===== config.mk =====
export PLATFORM = sky130hd
export DESIGN_NAME = nn_ctrl_fsm
export DESIGN_NICKNAME = d
export VERILOG_FILES = /design/src/rtl/nn_ctrl_pkg.sv /design/src/rtl/nn_mod_counter.sv /design/src/rtl/nn_ctrl_fsm.sv
export SDC_FILE = /design/constraint.sdc
export NUM_CORES = 1
export LEC_CHECK = 0
export BUFFER_PORTS_ARGS = -buffer_cell sky130_fd_sc_hd__buf_4
export CORE_MARGIN = 5
export CORE_UTILIZATION = 53
export DETAILED_ROUTE_END_ITERATION = 10
export PLACE_DENSITY = 0.88
export SLEW_MARGIN = 0
export SYNTH_ARGS = -nofsm -noshare
export SYNTH_HDL_FRONTEND = slang
export SYNTH_SLANG_ARGS = --single-unit

===== constraint.sdc =====
create_clock -name clk -period 3.1 [get_ports clk]
set_input_delay 0 -clock clk [delete_from_list [all_inputs] [get_ports clk]]
set_output_delay 0 -clock clk [all_outputs]
set_load 0.01 [all_outputs]

===== src/rtl/nn_ctrl_pkg.sv =====
// nn_ctrl_pkg
//  Shared types and helpers for the fully-connected layer controller.
//  - ctrl_state_t : controller states (LOAD, MAC, OUT)
//  - clog2_min1   : address/counter width helper that never returns 0,
//                   so a MOD=1 counter still gets a 1-bit register.
package nn_ctrl_pkg;

  typedef enum logic [1:0] {
    LOAD = 2'd0,
    MAC  = 2'd1,
    OUT  = 2'd2
  } ctrl_state_t;

  function automatic int clog2_min1(input int n);
    return (n <= 1) ? 1 : $clog2(n);
  endfunction

endpackage


===== src/rtl/nn_mod_counter.sv =====
// nn_mod_counter
//  Wrapping modulo-MOD counter used for the controller's loop indices.
//  Ports:
//   clk, reset (async, active-high)
//   i_clear  : synchronous clear to 0 (priority over i_en)
//   i_en     : advance by one, wrapping MOD-1 -> 0
//   o_cnt    : current count
//   o_wrap   : i_en && o_cnt == MOD-1 (the count wraps on this edge)
module nn_mod_counter
  import nn_ctrl_pkg::*;
#(
  parameter int MOD = 2,
  parameter int W   = clog2_min1(MOD)
) (
  input  logic         clk,
  input  logic         reset,
  input  logic         i_clear,
  input  logic         i_en,
  output logic [W-1:0] o_cnt,
  output logic         o_wrap
);

  localparam logic [W-1:0] LAST = W'(MOD - 1);

  logic [W-1:0] r_cnt;

  always_ff @(posedge clk or posedge reset) begin
    if (reset) begin
      r_cnt <= '0;
    end else if (i_clear) begin
      r_cnt <= '0;
    end else if (i_en) begin
      r_cnt <= (r_cnt == LAST) ? '0 : r_cnt + 1'b1;
    end
  end

  assign o_cnt  = r_cnt;
  assign o_wrap = i_en && (r_cnt == LAST);

endmodule


===== src/rtl/nn_ctrl_fsm.sv =====
// nn_ctrl_fsm
//  Sequencing controller for one fully-connected layer: M outputs, N inputs,
//  P parallel MAC lanes, G = M/P output groups. Carries no data itself.
//
//  Handshakes: a transfer happens on a rising edge where valid && ready are
//  both high. Valid, once raised, is never retracted before its transfer;
//  ready may be anything. s_* is the input-element stream, m_* the result
//  stream (results come from the datapath, selected by f_sel).
//
//  Ports:
//   clk, reset        clock; asynchronous active-high reset
//   s_valid/s_ready   input element stream (s_ready high only in LOAD)
//   m_valid/m_ready   result stream (m_valid high only in OUT)
//   m_last            final (M-th) result of the vector
//   addr_x, wr_en_x   x-memory address (write in LOAD, read in MAC), write enable
//   addr_w            weight-ROM address g*N + j
//   clear_acc, en_acc accumulator load-first-product / accumulate
//   f_sel             one-hot output lane select in OUT
//   dbg_state         current controller state
//   perf_cycles       (only with NN_CTRL_PERF_CNT_EN) cycles from first accept
//                     to the m_last transfer of the most recent vector
//
//  Configuration macro: NN_CTRL_PERF_CNT_EN adds the perf_cycles counter.
module nn_ctrl_fsm
  import nn_ctrl_pkg::*;
#(
  parameter int M = 16,
  parameter int N = 8,
  parameter int P = 1
) (
  input  logic                              clk,
  input  logic                              reset,
  input  logic                              s_valid,
  output logic                              s_ready,
  output logic                              m_valid,
  input  logic                              m_ready,
  output logic                              m_last,
  output logic [clog2_min1(N)-1:0]          addr_x,
  output logic                              wr_en_x,
  output logic [clog2_min1(M*N/P)-1:0]      addr_w,
  output logic                              clear_acc,
  output logic                              en_acc,
  output logic [P-1:0]                      f_sel,
`ifdef NN_CTRL_PERF_CNT_EN
  output logic [31:0]                       perf_cycles,
`endif
  output ctrl_state_t                       dbg_state
);

  localparam int G   = M / P;
  localparam int XW  = clog2_min1(N);
  localparam int JW  = clog2_min1(N + 1);
  localparam int KW  = clog2_min1(P);
  localparam int GW  = clog2_min1(G);
  localparam int AWW = clog2_min1(M * N / P);

  localparam logic [AWW-1:0] N_AW   = AWW'(N);
  localparam logic [JW-1:0]  N_J    = JW'(N);
  localparam logic [JW-1:0]  ONE_J  = JW'(1);
  localparam logic [JW-1:0]  TWO_J  = JW'(2);
  localparam logic [GW-1:0]  LAST_G = GW'(G - 1);
  localparam logic [KW-1:0]  LAST_K = KW'(P - 1);

  ctrl_state_t r_state;
  ctrl_state_t w_state_nxt;

  logic [XW-1:0] w_i;
  logic [JW-1:0] w_j;
  logic [KW-1:0] w_k;
  logic [GW-1:0] w_g;
  logic          w_i_en, w_j_en, w_k_en, w_g_en;
  logic          w_i_wrap, w_j_wrap, w_k_wrap, w_g_wrap;

  // Counter enables live outside the output decode so the wrap flags never
  // feed back into the block that produces them.
  assign w_i_en = s_valid && (r_state == LOAD);
  assign w_j_en = (r_state == MAC);
  assign w_k_en = (r_state == OUT) && m_ready;
  assign w_g_en = w_k_wrap;

  nn_mod_counter #(.MOD(N), .W(XW)) u_cnt_i (
    .clk(clk), .reset(reset), .i_clear(1'b0), .i_en(w_i_en),
    .o_cnt(w_i), .o_wrap(w_i_wrap)
  );

  nn_mod_counter #(.MOD(N + 1), .W(JW)) u_cnt_j (
    .clk(clk), .reset(reset), .i_clear(1'b0), .i_en(w_j_en),
    .o_cnt(w_j), .o_wrap(w_j_wrap)
  );

  nn_mod_counter #(.MOD(P), .W(KW)) u_cnt_k (
    .clk(clk), .reset(reset), .i_clear(1'b0), .i_en(w_k_en),
    .o_cnt(w_k), .o_wrap(w_k_wrap)
  );

  nn_mod_counter #(.MOD(G), .W(GW)) u_cnt_g (
    .clk(clk), .reset(reset), .i_clear(1'b0), .i_en(w_g_en),
    .o_cnt(w_g), .o_wrap(w_g_wrap)
  );

  always_ff @(posedge clk or posedge reset) begin
    if (reset) begin
      r_state <= LOAD;
    end else begin
      r_state <= w_state_nxt;
    end
  end

  always_comb begin
    w_state_nxt = r_state;
    s_ready     = 1'b0;
    wr_en_x     = 1'b0;
    m_valid     = 1'b0;
    m_last      = 1'b0;
    addr_x      = '0;
    addr_w      = '0;
    clear_acc   = 1'b0;
    en_acc      = 1'b0;
    f_sel       = '0;

    case (r_state)
      LOAD: begin
        s_ready = 1'b1;
        wr_en_x = w_i_en;
        addr_x  = w_i;
        if (w_i_wrap) w_state_nxt = MAC;
      end
      MAC: begin
        // j==N is the drain cycle for the 1-cycle memory latency: no new
        // address, only the final accumulate.
        if (w_j < N_J) begin
          addr_x = XW'(w_j);
          addr_w = AWW'(w_g) * N_AW + AWW'(w_j);
        end
        clear_acc = (w_j == ONE_J);
        en_acc    = (w_j >= TWO_J);
        if (w_j_wrap) w_state_nxt = OUT;
      end
      OUT: begin
        m_valid = 1'b1;
        f_sel   = P'(1) << w_k;
        m_last  = (w_g == LAST_G) && (w_k == LAST_K);
        if (w_k_wrap) w_state_nxt = w_g_wrap ? LOAD : MAC;
      end
      default: w_state_nxt = LOAD;
    endcase
  end

  assign dbg_state = r_state;

`ifdef NN_CTRL_PERF_CNT_EN
  logic [31:0] r_perf_cnt;
  logic [31:0] r_perf_cycles;
  logic        r_perf_run;
  logic        w_first_acc;
  logic        w_last_hs;

  assign w_first_acc = w_i_en && (w_i == '0);
  assign w_last_hs   = w_k_wrap && w_g_wrap;

  // The count reads 1 on the cycle after the first accept, so on the m_last
  // transfer cycle it equals the number of edges since the first accept.
  always_ff @(posedge clk or posedge reset) begin
    if (reset) begin
      r_perf_cnt    <= '0;
      r_perf_cycles <= '0;
      r_perf_run    <= 1'b0;
    end else begin
      if (w_first_acc) begin
        r_perf_cnt <= 32'd1;
        r_perf_run <= 1'b1;
      end else if (r_perf_run && (r_perf_cnt != '1)) begin
        r_perf_cnt <= r_perf_cnt + 32'd1;
      end
      if (w_last_hs) begin
        r_perf_cycles <= r_perf_cnt;
        r_perf_run    <= 1'b0;
      end
    end
  end

  assign perf_cycles = r_perf_cycles;
`endif

endmodule


==> results by group <==
Yosys
  – Seq/Total Area, Yosys: 0.4094
  – Synthesized netlist cell count: 85
  – Number of distinct standard cells referenced by the synthesized netlist: 33
  – Mapped Area: 794.5 µm²
  – Number of enable-type register cells in the synthesized netlist: 0
  – Post-synthesis area per instance: 9.347 µm²
  – Library cell with the largest summed area after synthesis: dfrtp_1
  – Register bit total from synthesis: 13
  – Most common flop cell mapped by yosys: dfrtp_1
  – Share of synthesized registers carrying an async set or reset: 1.000
  – Ys Warns: 0
  – Net Count, Synth: 95
  – Area contributors post-synth: dfrtp_1, ha_1, nand2_1, and2_1, o21ai_0
  – Fraction of post-synthesis cell area in the top cell type by area: 0.4094

Setup path
  – Slowest stage cell, crit path: dfrtp_1
  – Critical Path AT: 1.71 ns
  – Buf+Inv Stages, Crit Path: 1
  – Family with the most delay on the worst path: simple AND/OR/NAND/NOR gates
  – Setup crit end kind: primary output
  – Required time of the worst setup path: 3.10 ns
  – Launching element type of the critical path: flip-flop
  – Cells traversed along the worst timing path: nand2b_1 > nor2_1 > and2_1 > buf_4
  – Kind of critical path: flip-flop to primary output
  – Largest stage delay, worst path: 0.44 ns
  – Max Fanout on Critical Path: 9

STA
  – Number of max-slew violations in the final report: 0
  – RSZ-0062 raised after global routing: false
  – Sum of negative setup slack: 0 ns
  – Clock Skew: 0.01042 ns
  – Highest achievable clock rate: 586.4 MHz
  – Time the worst path needs with I/O delays and setup: 1.705 ns
  – Number of setup violations in the final report: 0
  – Actual transition at the worst max-transition pin: 0.4813 ns
  – Hold Violations, Final: 0
  – Portion of the clock cycle consumed by the worst path in the final layout: 0.5501
  – Worst max-slew margin expressed relative to the limit: 0.6788

Power
  – Leakage power total: 0.0005173 µW
  – Logic pwr share: 0.490
  – Total net switching power: 351.7 µW
  – Net switching fraction of the power: 0.4156
  – Total power after layout: 846.2 µW
  – Worst-case vdd ir drop: 0.0005149 V
  – Relative contribution of the clock network to total power: 0.123
  – Sequential cell fraction of total power: 0.386
  – Power density over the cells: 850.7 nW/µm²
  – Internal power summed over all cells: 494.5 µW

Layout
  – Share of cells above drive strength 1: 0.2778
  – Area Growth Syn to Fin: 25.20%
  – Number of antenna diodes: 0
  – Total number of nets in the final design: 119
  – Design area: 994.7 µm²

CTS
  – Worst-path clk slew: 0.08 ns
  – H-Tree Depth: 1
  – Clk root buf: clkbuf_4
  – Insertion delay to the later sink of the worst-skew pair: 0.28 ns
  – TritonCTS clock tree: built
  – # clock sinks: 13
  – TritonCTS Buffers: 3
  – Maximum buffer depth of the clock tree: 2
  – CTS-repair resized insts: 0
  – Number of buffers inserted by post-CTS setup repair: 0

Floorplanning
  – Die extent in y: 48.72 µm
  – Width of the die: 48.72 µm
  – Starting utilization of the core area: 0.5400
  – Row Count: 14
  – Core Footprint: 1471 µm²
  – Count of pins on the block boundary: 23
  – Die outline area: 2373 µm²

Drt
  – Total detailed-routing wirelength: 1896 µm
  – Antenna Violating Nets Remaining: 0
  – Via total after detailed routing: 664
  – Drt first pass iters: 4
  – DRC violation total after the first TritonRoute iteration: 16
  – Post-route DRC violation count: 0
  – Routed wirelength normalized by instance count: 15.29 µm
  – Average vias per placed instance: 5.355

Run
  – Maximum Capacitance Violations: 0

GRT
  – Total track usage: 0.1750
  – Initial antenna violation count: 0
  – Largest net degree at the start of global routing: 14
  – Sum of overflow across all layers after global routing: 0
  – Wire length of the first global-routing pass: 3277 µm
  – Vias in the first global route: 674

Placement
  – Placed Instance Area: 948.4 µm²
  – Global placer's final weighted congestion: 0.7941
  – Number of buffer cells added on primary ports: 22
  – Dpl hpwl: 1414 µm

Min path
  – Path category of the worst min-delay check: primary input to flip-flop

Status
  – Result of the run: finished, final reports clean
==> placed cells by master (no fill, tap or decap), types with 2 or more instances in the layout <==
| cell type | netlist | layout |
|---|---|---|
| buf_4 | 1 | 22 |
| dfrtp_1 | 13 | 13 |
| nand2_1 | 10 | 10 |
| inv_1 | 6 | 6 |
| ha_1 | 6 | 6 |
| nor2_1 | 5 | 5 |
| o21ai_0 | 5 | 5 |
| and2_1 | 5 | 5 |
| nor3_1 | 4 | 4 |
| clkbuf_4 | 0 | 3 |
| nand3_1 | 2 | 2 |
| nand2b_1 | 2 | 2 |
| a21oi_1 | 2 | 2 |
| mux2_2 | 2 | 2 |
| a21o_1 | 2 | 2 |
| dlygate4sd3_1 | 0 | 2 |
==> cells in the mapped netlist (2+ instances only) <==
cell type and number:
dfrtp_1 13, nand2_1 10, ha_1 6, inv_1 6, and2_1 5, nor2_1 5, o21ai_0 5, nor3_1 4
a21o_1 2, a21oi_1 2, clkbuf_1 2, mux2_2 2, nand2b_1 2, nand3_1 2
==> routing by layer <==
| metal | up-vias | global-route usage | wire [µm] |
|---|---|---|---|
| met3 | 0 | 0.04908 | 95 |
| met4 | 0 | 0.04036 | 0 |
| met2 | 16 | 0.3130 | 1021 |
| met1 | 311 | 0.2039 | 779 |
| li1 | 337 | - | - |
| met5 | - | 0 | 0 |
==> tightest hold or removal path, cell delays in order <==
cell and delay [ns]:
buf_4 0.11, or3b_1 0.29, o211ai_1 0.11
==> power groups by stage <==
stage          registers (µW)  logic [µW]  clock network, µW
2_1_floorplan             286         301                  0
3_3_place_gp              319         389                  0
3_5_place_dp              328         408                  0
4_1_cts                   327         421                109
5_1_grt                   343         458                119
6_report                  327         415                104
==> area by class of cell <==
cell class / count / area [µm²]
clock buffer: 4 / 26.28
fill: 125 / 476.7
inverter: 6 / 22.52
multi-input combinational: 61 / 415.4
sequential: 13 / 325.3
tap: 16 / 20.02
timing repair buffer: 24 / 185.2
==> worst paths after layout <==
kind                                                    from                      endpoint  slack (ns)  cells after the start
worst max-delay path                dbg_state[1]$_DFFE_PP0P_                     addr_w[4]        1.39                      4
worst min-delay path                                 s_valid      dbg_state[0]$_DFFE_PP0P_        0.29                      3
worst max register to register      dbg_state[1]$_DFFE_PP0P_  u_cnt_i.o_cnt[2]$_DFFE_PP0P_        1.68                      2
worst min register to register  u_cnt_i.o_cnt[1]$_DFFE_PP0P_  u_cnt_i.o_cnt[1]$_DFFE_PP0P_        0.53                      2
max in group asynchronous                              reset  u_cnt_i.o_cnt[1]$_DFFE_PP0P_        2.47                      3
min in group asynchronous                              reset      dbg_state[1]$_DFFE_PP0P_        0.30                      3
==> state kept, by name, summed over array words and instances, names as in the netlist <==
signal         cells
u_cnt_g.o_cnt      4
u_cnt_j.o_cnt      4
dbg_state          2
u_cnt_i.o_cnt      3
==> logic make-up after synthesis <==
group | share of synthesized area
AND/OR/NAND/NOR | 0.2347
AO/OA/AOI/OAI | 0.1228
flip-flops | 0.4094
buffers and inverters | 0.06771
adder cells (fa/ha/maj) | 0.09449
multiplexers | 0.05984
XOR/XNOR | 0.01103
==> through the flow <==
step | hold slack [ns] | utilization | worst slack [ns] | cells
3_5_place_dp | 0.06120 | 0.6446 | 1.708 | 118
6_report | 0.2854 | 0.6760 | 1.395 | 124
2_1_floorplan | -0.1230 | - | 1.741 | 85
4_1_cts | 0.2734 | 0.6760 | 1.391 | 124
5_1_grt | 0.2962 | 0.6760 | 1.272 | 124
3_3_place_gp | 0.05194 | 0.6446 | 1.768 | 118
==> what timing repair did <==
| item | in CTS | in global routing |
|---|---|---|
| hold buffers | 2 | 0 |
| endpoints found under the hold margin | 14 | 0 |
| setup endpoints to repair | 0 | 0 |
Power figures use the tool's default switching activity.
